===== src/rtl/jk_arb_pkg.sv =====
// Shared op codes, FSM states and the JK next-value helper for the bank arbiter.
package jk_arb_pkg;

  localparam logic [1:0] JK_HOLD = 2'b00;
  localparam logic [1:0] JK_CLR  = 2'b01;
  localparam logic [1:0] JK_SET  = 2'b10;
  localparam logic [1:0] JK_TGL  = 2'b11;

  typedef enum logic [1:0] {
    IDLE   = 2'd0,
    ARB    = 2'd1,
    LOCKED = 2'd2
  } arb_state_e;

  // Next value of one JK bit given its {J,K} command.
  function automatic logic jk_next(input logic [1:0] op, input logic cur);
    case (op)
      JK_CLR:  return 1'b0;
      JK_SET:  return 1'b1;
      JK_TGL:  return ~cur;
      default: return cur;
    endcase
  endfunction

endpackage


===== src/rtl/jk_rr_arbiter.sv =====
// Combinational round-robin picker: first valid requester at or after ptr.
module jk_rr_arbiter #(
  parameter  int unsigned N  = 4,
  localparam int unsigned PW = $clog2(N)
) (
  input  logic [N-1:0]  valid,
  input  logic [PW-1:0] ptr,
  output logic [N-1:0]  grant,
  output logic [PW-1:0] grant_idx,
  output logic          any_valid
);

  // Winner is the valid requester with the smallest rotational distance from ptr.
  always_comb begin
    int best_d;
    int best_j;
    int d;
    best_d = int'(N);
    best_j = 0;
    d      = 0;
    for (int j = 0; j < int'(N); j++) begin
      if (valid[j]) begin
        d = (j + int'(N) - int'(ptr)) % int'(N);
        if (d < best_d) begin
          best_d = d;
          best_j = j;
        end
      end
    end
    any_valid = |valid;
    grant     = any_valid ? (N'(1) << best_j) : '0;
    grant_idx = PW'(best_j);
  end

endmodule


===== src/rtl/jk_bank_arbiter.sv =====
// JK bit bank shared by N_REQ requesters through a round-robin arbiter with lock.
// Optional JK_ARB_PRIO_EN: requester 0 gets fixed priority and may preempt a lock once.
module jk_bank_arbiter
  import jk_arb_pkg::*;
#(
  parameter  int unsigned N_REQ  = 4,
  parameter  int unsigned N_BITS = 8,
  localparam int unsigned IDX_W  = $clog2(N_BITS),
  localparam int unsigned PTR_W  = $clog2(N_REQ)
) (
  input  logic                   clk,
  input  logic                   rst_n,
  input  logic [N_REQ-1:0]       req_valid,
  input  logic [N_REQ-1:0]       req_lock,
  input  logic [2*N_REQ-1:0]     req_op,
  input  logic [IDX_W*N_REQ-1:0] req_idx,
  output logic [N_REQ-1:0]       req_ready,
  output logic [N_BITS-1:0]      q,
  output logic [2:0]             grant_id,
  output logic                   busy
);

  arb_state_e       state_q, state_d;
  logic [PTR_W-1:0] ptr_q, ptr_d;
  logic [PTR_W-1:0] owner_q, owner_d;
`ifdef JK_ARB_PRIO_EN
  logic             pre_q, pre_d;
  logic             prio_ok;
`endif

  logic [N_REQ-1:0] rr_grant;
  logic [PTR_W-1:0] rr_idx;
  logic             rr_any;
  logic [N_REQ-1:0] own_vec;
  logic [N_REQ-1:0] acc_vec;
  logic             accept;
  logic             own_valid;
  logic             own_lock;
  logic [1:0]       sel_op;
  logic [IDX_W-1:0] sel_idx;
  logic [PTR_W-1:0] sel_id;
  logic             sel_lock;

  logic [1:0]       pend_op_q;
  logic [IDX_W-1:0] pend_idx_q;

  function automatic logic [PTR_W-1:0] ptr_inc(input logic [PTR_W-1:0] x);
    return (int'(x) == int'(N_REQ) - 1) ? '0 : PTR_W'(int'(x) + 1);
  endfunction

  jk_rr_arbiter #(.N(N_REQ)) u_rr (
    .valid     (req_valid),
    .ptr       (ptr_q),
    .grant     (rr_grant),
    .grant_idx (rr_idx),
    .any_valid (rr_any)
  );

  assign own_vec = N_REQ'(1) << owner_q;

  // Ready generation, accepted-command mux and next-state logic.
  always_comb begin
    state_d   = state_q;
    ptr_d     = ptr_q;
    owner_d   = owner_q;
    req_ready = '0;
    sel_op    = JK_HOLD;
    sel_idx   = '0;
    sel_id    = '0;
    sel_lock  = 1'b0;
`ifdef JK_ARB_PRIO_EN
    pre_d     = 1'b0;
    prio_ok   = (state_q != LOCKED) || ((owner_q != '0) && !pre_q);
`endif

    case (state_q)
      IDLE, ARB: req_ready = rr_grant;
      LOCKED:    req_ready = req_valid & own_vec;
      default:   req_ready = '0;
    endcase
`ifdef JK_ARB_PRIO_EN
    if (req_valid[0] && prio_ok) req_ready = N_REQ'(1);
`endif

    acc_vec   = req_valid & req_ready;
    accept    = |acc_vec;
    own_valid = |(req_valid & own_vec);
    own_lock  = |(req_lock & own_vec);
    for (int i = 0; i < int'(N_REQ); i++) begin
      if (acc_vec[i]) begin
        sel_op   = req_op[2*i +: 2];
        sel_idx  = req_idx[IDX_W*i +: IDX_W];
        sel_id   = PTR_W'(i);
        sel_lock = req_lock[i];
      end
    end

    case (state_q)
      IDLE, ARB: begin
`ifdef JK_ARB_PRIO_EN
        if (accept && (sel_id != '0)) ptr_d = ptr_inc(rr_idx);
`else
        if (accept) ptr_d = ptr_inc(rr_idx);
`endif
        if (accept && sel_lock) begin
          state_d = LOCKED;
          owner_d = sel_id;
        end else if (rr_any) begin
          state_d = ARB;
        end else begin
          state_d = IDLE;
        end
      end
      LOCKED: begin
        if (accept && (sel_id == owner_q)) begin
          if (!sel_lock) state_d = ARB;
        end else if (!accept && !own_valid && !own_lock) begin
          state_d = ARB;
        end
`ifdef JK_ARB_PRIO_EN
        // One preemption per owner command: set on a req0 win, cleared when the owner is served.
        pre_d = accept ? (sel_id != owner_q) : pre_q;
`endif
      end
      default: state_d = IDLE;
    endcase
  end

  // FSM state, round-robin pointer and lock owner.
  always_ff @(posedge clk or negedge rst_n) begin
    if (!rst_n) begin
      state_q <= IDLE;
      ptr_q   <= '0;
      owner_q <= '0;
`ifdef JK_ARB_PRIO_EN
      pre_q   <= 1'b0;
`endif
    end else begin
      state_q <= state_d;
      ptr_q   <= ptr_d;
      owner_q <= owner_d;
`ifdef JK_ARB_PRIO_EN
      pre_q   <= pre_d;
`endif
    end
  end

  // Apply stage and bank; out-of-range indices match no bit and are dropped.
  always_ff @(posedge clk or negedge rst_n) begin
    if (!rst_n) begin
      busy       <= 1'b0;
      pend_op_q  <= JK_HOLD;
      pend_idx_q <= '0;
      grant_id   <= '0;
      q          <= '0;
    end else begin
      busy <= accept;
      if (accept) begin
        pend_op_q  <= sel_op;
        pend_idx_q <= sel_idx;
        grant_id   <= 3'(sel_id);
      end
      for (int b = 0; b < int'(N_BITS); b++) begin
        if (busy && (pend_idx_q == IDX_W'(b))) q[b] <= jk_next(pend_op_q, q[b]);
      end
    end
  end

endmodule


===== config.mk =====
export PLATFORM = sky130hd
export DESIGN_NAME = jk_bank_arbiter
export DESIGN_NICKNAME = d
export VERILOG_FILES = /design/src/rtl/jk_arb_pkg.sv /design/src/rtl/jk_rr_arbiter.sv /design/src/rtl/jk_bank_arbiter.sv
export SDC_FILE = /design/constraint.sdc
export NUM_CORES = 1
export LEC_CHECK = 0
export ABC_AREA = 1
export BUFFER_PORTS_ARGS = -buffer_cell sky130_fd_sc_hd__buf_2
export CORE_UTILIZATION = 50
export DETAILED_ROUTE_END_ITERATION = 12
export GPL_TIMING_DRIVEN = 1
export PLACE_DENSITY = 0.76
export SLEW_MARGIN = 20
export SYNTH_ARGS = -nofsm -noshare
export SYNTH_HDL_FRONTEND = slang
export SYNTH_SLANG_ARGS = --single-unit

===== constraint.sdc =====
create_clock -name clk -period 3.6 [get_ports clk]
set_input_delay 0.18 -clock clk [delete_from_list [all_inputs] [get_ports clk]]
set_output_delay 0.18 -clock clk [all_outputs]
set_load 0.01 [all_outputs]

Yosys cells after proc, flatten, opt, wreduce, memory -nomap -nowiden. Cells that the tools add are included.

Add/subtract/negate cells: 5. Magnitude comparators: 4. Equality and inequality tests: 16. Shift operators: 2. Multiplexer cells: 44. Bitwise gates (word level): 15. Reductions and logical operators: 38.

Operators with widths (number): $mux W32 (11); $lt A3 B32 Y1 (3); $shl A1 B32 Y4 const A (1); $pmux W1 S3 (8); $mux W2 (11); $reduce_and A2 Y1 (11); $reduce_or A4 Y1 (4); $sub A3 B2 Y4 const A (4); $and A4 B4 Y4 (3); $eq A3 B3 Y1 const B (4); $logic_and A1 B1 Y1 (12); $mux W3 (4); $reduce_or A2 Y1 (5); $not A1 Y1 (8); $pmux W4 S2 (1); $mux W1 (7); $eq A2 B1 Y1 const B (3); $eq A2 B2 Y1 const B (3); $eq A3 B2 Y1 const B (2); $ne A3 B3 Y1 const B (2); $and A1 B1 Y1 (4); $lt A3 B4 Y1 const B (1); $mux W4 (1); $pmux W2 S2 (1); other kinds (8) (10).

Register bits after elaboration: 22. Input bits: 30. Word-level logic and storage cells: 139.

Longest topological paths before layout.
Depth after elaboration: 26. Mapped depth: 26. Mapped depth without buffers: 25.

By module. From an unflattened synthesis, not the netlist that was laid out.

Cells, all modules: 246. Area, all modules: 1721.7 sq um.

By module, submodules not included: jk_bank_arbiter (times used 1, cells an instance 201, area an instance 1490.2 sq um, seq. area each 550.5 sq um); jk_rr_arbiter (times used 1, cells an instance 45, area an instance 231.5 sq um, seq. area each 0.0 sq um).

Worst setup path before layout. No wires, ideal clock.

Kind: reg2reg. Start: register ptr_q[1]. End: register state_q[0]. Arrival: 3139 ps. Setup slack: 345 ps. Stages on the path, launching flop included: 24. Clock period less this slack: 3255 ps. Cells stage by stage: dfrtp_1 inv_1 o311ai_0 ha_1 a21oi_1 o21ai_1 nand2_1 o21ai_0 ha_1 nand3_1 nand3_1 nand2_1 inv_1 ha_1 nand3_2 nand2_4 nand2_4 nand2_4 nor2_8 nor2_2 nand2_1 nor2_2 nor2_1 nor2_2.

RTL lines: from (decl) (RTL line jk_bank_arbiter.sv:24) `logic [PTR_W-1:0] ptr_q, ptr_d;`; from (signal assigned) (RTL line jk_bank_arbiter.sv:140) `ptr_q <= ptr_d;`; $sub A3 B2 Y4 (RTL line jk_rr_arbiter.sv:23) `d = (j + int'(N) - int'(ptr)) % int'(N);`; $reduce_or A2 Y1 (no line); $and A1 B1 Y1 (no line); $lt A3 B4 Y1 (RTL line jk_rr_arbiter.sv:24) `if (d < best_d) begin`; $mux W32 (RTL line jk_rr_arbiter.sv:24); $mux W32 (RTL line jk_rr_arbiter.sv:22) `if (valid[j]) begin`; $lt A3 B32 Y1 (RTL line jk_rr_arbiter.sv:24); $mux W32 (RTL line jk_rr_arbiter.sv:24); [10 not listed]; named net req_ready[2] (RTL line jk_bank_arbiter.sv:17) `output logic [N_REQ-1:0] req_ready,`; $and A4 B4 Y4 (*) (RTL line jk_bank_arbiter.sv:85) `acc_vec = req_valid & req_ready;`; $mux W2 / $reduce_or A4 Y1 (equally long branches) (RTL line jk_bank_arbiter.sv:90, jk_bank_arbiter.sv:86); $mux W2 / $logic_not A1 Y1 (equally long branches) (RTL line jk_bank_arbiter.sv:90, jk_bank_arbiter.sv:117); $eq A2 B2 Y1 / $logic_and A1 B1 Y1 (equally long branches) (RTL line jk_bank_arbiter.sv:115, jk_bank_arbiter.sv:117); $logic_and A1 B1 Y1, on equally long branches (RTL line jk_bank_arbiter.sv:115, jk_bank_arbiter.sv:117); $mux W2 / $ne A3 B3 Y1 (equally long branches); $pmux W2 S2 / $reduce_and A2 Y1 (equally long branches); to (signal assigned) (RTL line jk_bank_arbiter.sv:139) `state_q <= state_d;`; to (decl) (RTL line jk_bank_arbiter.sv:23) `arb_state_e state_q, state_d;`.

The timed path passes the listed nets; every way through them passes the cells marked *. A chain may end at the register's enable or synchronous reset.

Final worst setup path.
Start: register ptr_q[0]. End: register state_q[0].

Word-level cells in the longest chain between the ends: 26.

RTL lines: $sub A3 B2 Y4 (RTL line jk_rr_arbiter.sv:23); $reduce_or A2 Y1 (no line); $and A1 B1 Y1 (no line); $lt A3 B4 Y1 (RTL line jk_rr_arbiter.sv:24); $mux W32 (RTL line jk_rr_arbiter.sv:24); $mux W32 (RTL line jk_rr_arbiter.sv:22); $lt A3 B32 Y1 (RTL line jk_rr_arbiter.sv:24); $mux W32 (RTL line jk_rr_arbiter.sv:24); [9 not listed]; $pmux W4 S2 (*) (RTL line jk_bank_arbiter.sv:76) `case (state_q)`; $and A4 B4 Y4 (*) (RTL line jk_bank_arbiter.sv:85); $mux W1 (RTL line jk_bank_arbiter.sv:90) `if (acc_vec[i]) begin`; $mux W2 / $mux W1 (equally long branches) (2 in series) (RTL line jk_bank_arbiter.sv:90); $eq A2 B2 Y1 / $mux W1 (equally long branches) (RTL line jk_bank_arbiter.sv:115, jk_bank_arbiter.sv:90); $logic_and A1 B1 Y1, on equally long branches (RTL line jk_bank_arbiter.sv:115, jk_bank_arbiter.sv:105); $ne A3 B3 Y1 (no line) (tied with other cells); $reduce_and A2 Y1 (no line) / $pmux W2 S2 (equally long branches).

Mark *: on every way between the ends. The rest lies on a longest branch, timed or not.

==> results.yml <==
run_status:
  outcome: "finished, final reports clean"
setup_path:
  r2r_end: "state_q[0]"
  slowest_stage: "dfrtp_1"
  cp_max_fo: 10
  worstPathCellList: "inv_2 > o21ai_2 > o311ai_4 > ha_1 > a21oi_2 > o21ai_2 > nand2_1 > o21ai_0 > ha_1 > nand3_1 > nand3_2 > nand2_2 > inv_1 > ha_1 > nand3_2 > nand2_4 > nand2_8 > nand2_4 > nor2_8 > nor2_2 > nand2_1 > nor2_2 > nor2_1 > nor2_2"
  required_ns: 3.82
  end_kind: "register"
  r2r_slack_ns: 0.29
  r2r_start: "ptr_q[0]"
  arrival_ns: 3.53
  cp-endpoint: "state_q[0]"
  cp-start-kind: "register"
  crit_start: "ptr_q[0]"
  worstRegToRegCells: 24
  worstSetupPathType: "register to register"
  slowest_delay_ns: 0.43
clock_tree:
  clk_latency_ns: 0.31
  cts-root-buf: "clkbuf_4"
  cts-buffers-inserted: 3
  cts-htree-levels: 1
  cts_tree: "yes"
  clock_sinks: 22
  clk_path_buf_depth: 2
  clk_pin_slew_ns: 0.13
synthesis:
  synth_xor_area_share_pct: 0.5084
  netlist_area_sq_um: 1723
  ys_ff_latch: 22
  ys_types: 33
  synthSimpleGateAreaFrac_pct: 38.85
  yosysWarnings: 0
  synth_compound_area_share_pct: 13.14
  syn_avg_cell_area_sq_um: 7.239
  yosysSeqAreaShare_pct: 31.95
  synth_fa_ha_area_share_pct: 4.357
  synth_top_family_by_area: "simple AND/OR/NAND/NOR gates"
  syn_inst: 238
  synth.area.mux_share_pct: 0
  syn-num-nets: 274
global_route:
  grt_max_degree: 23
  grt_pass1_vias: 1623
  grt_overflow: 0
  grt_pass1_wl_um: 7286
  track_usage_pct: 26.77
  antenna_found_initial: 0
detailed_routing:
  viasPerCell: 5.332
  avgRoutedWirePerCell_um: 13.17
  wl_um: 4359
  drc: 0
  ant_nets: 0
  drt_pass1_iterations: 4
  drt_iter0_drc: 123
  num_vias: 1765
worst_hold_path:
  hp-start: "req_idx[11]"
  hp-class: "input pin to register"
sta:
  fmaxAchievable_mhz: 302.4
  slew_viol_final: 0
  setup_viol: 0
  setup_tns_ns: 0
  finalCritPeriodShare_pct: 91.87
  worst_pin_slew_ns: 0.5018
  finClkSkew_ns: 0.003549
  max_slew_margin_pct: 66.55
  hold_viol_final: 0
  rsz0062_at_grt: "no"
  hold-worst-slack_ns: 0.07314
  post-route-min-period_ns: 3.307
floorplanning:
  core_area_sq_um: 3153
  die_h_um: 60.70
  io_pins: 46
  die_x_um: 60.70
  row_count: 20
  initial_core_util_pct: 54.64
  dieArea_sq_um: 3684
power:
  power.density_nw_per_um2: 952.1
  leakage_nw: 1.124
  peakVddDrop_mv: 0.4817
  power.total_mw: 2.012
finish:
  final_area_sq_um: 2113
  final_cell_mix: "buf_2, nand2_1, inv_1, nand3_1, dfrtp_1"
  nets: 324
  diodes: 0
  fillers: 298
  final_common_cell: "buf_2"
  syn2layout_area_growth_pct: 22.66
  drive_gt1_share_pct: 33.10
place:
  gp_congestion: 0.8730
  dp_hpwl_um: 3437
  place_area_sq_um: 1971
  port_buffers: 44
job:
  maxCapViolCount: 0
## cell usage after synthesis, drive strengths merged
cell type | n | area (sq um)
nand3 | 32 | 180.2
a31oi | 2 | 12.51
a41oi | 1 | 8.760
nand4 | 8 | 50.05
a211oi | 1 | 7.510
conb | 1 | 3.750
o22ai | 3 | 18.77
o21ai | 18 | 90.08
xnor2 | 1 | 8.760
nor3 | 8 | 45.04
nor2 | 21 | 122.6
nand2 | 55 | 271.5
ha | 6 | 75.07
o311ai | 1 | 8.760
buf | 4 | 31.27
a21oi | 9 | 56.31
clkbuf | 1 | 3.750
a221oi | 1 | 8.760
inv | 41 | 153.9
o211ai | 2 | 15.01
dfrtp | 22 | 550.5
## area by class of cell
class,count,area [sq um],area share [%]
Inverter,41,153.9,7.282
Clock inverter,1,30.03,1.421
Multi-Input combinational cell,170,1033,48.90
Timing Repair Buffer,50,267.8,12.67
Tap cell,44,55.05,2.605
Clock buffer,3,22.52,1.066
Sequential cell,22,550.5,26.05
## state kept, by name, indices dropped and copies added (netlist names)
register and flops:
q 8, pend_idx_q 3, grant_id 2, owner_q 2, pend_op_q 2, ptr_q 2, state_q 2, busy 1
## routing by layer
metal / track usage [%] / wire (um)
met5: 0 / 0
met4: 6.494 / 68
met3: 3.838 / 296
met2: 43.33 / 1989
met1: 37.94 / 2005
## through the flow
step / std cells / setup slack, ns / utilization, %
4_1_cts: 327 / 0.1002 / 64.48
5_1_grt: 331 / 0.01783 / 67.02
2_1_floorplan: 238 / 0.3451 / -
3_3_place_gp: 322 / 0.1417 / 62.50
6_report: 331 / 0.2928 / 67.02
3_5_place_dp: 322 / 0.005431 / 62.50
## where the power goes
group / switching [mW] / total [mW] / internal, mW
sequential: 0.104 / 0.476 / 0.372
combinational: 0.835 / 1.34 / 0.507
clock: 0.0815 / 0.194 / 0.113
total: 1.02 / 2.01 / 0.992
## critical path, delay by kind of cell (launching register included)
family,cells,cell delay (ns)
fa+ha+maj,3,0.79
simple gates,14,1.22
flops,1,0.43
compound gates,5,0.61
buf+inv,2,0.16
## worst min-delay path by stage
| stage | endpoint | slack [ns] | cells past startpoint |
|---|---|---|---|
| final | pend_idx_q[2] | 0.07 | 3 |
| after global placement | state_q[0] | 0.18 | 1 |
| after detailed placement | state_q[0] | 0.18 | 1 |
| after CTS | pend_idx_q[2] | 0.07 | 3 |
| after global routing | pend_idx_q[2] | 0.09 | 3 |
| after floorplan | busy | -0.12 | 0 |
## what timing repair did
item / CTS / global route
gates resized for setup: 1 / 12
setup endpoints to repair: 1 / 17
buffers inserted: 0 / 4
hold buffers: 1 / 0
pin swaps: 0 / 2
hold endpoints to repair: 22 / 0
## kinds of logic (layout without fill, tap and decap cells)
| group | Yosys count | count (layout) |
|---|---|---|
| and+or+nand+nor | 124 | 124 |
| adders and majority gates | 6 | 6 |
| buffers and inverters | 46 | 95 |
| AOI/OAI and AO/OA | 38 | 38 |
| other | 1 | 1 |
| xor gates and xnor gates | 1 | 1 |
| DFF | 22 | 22 |
(Power assumes the default switching activity.)
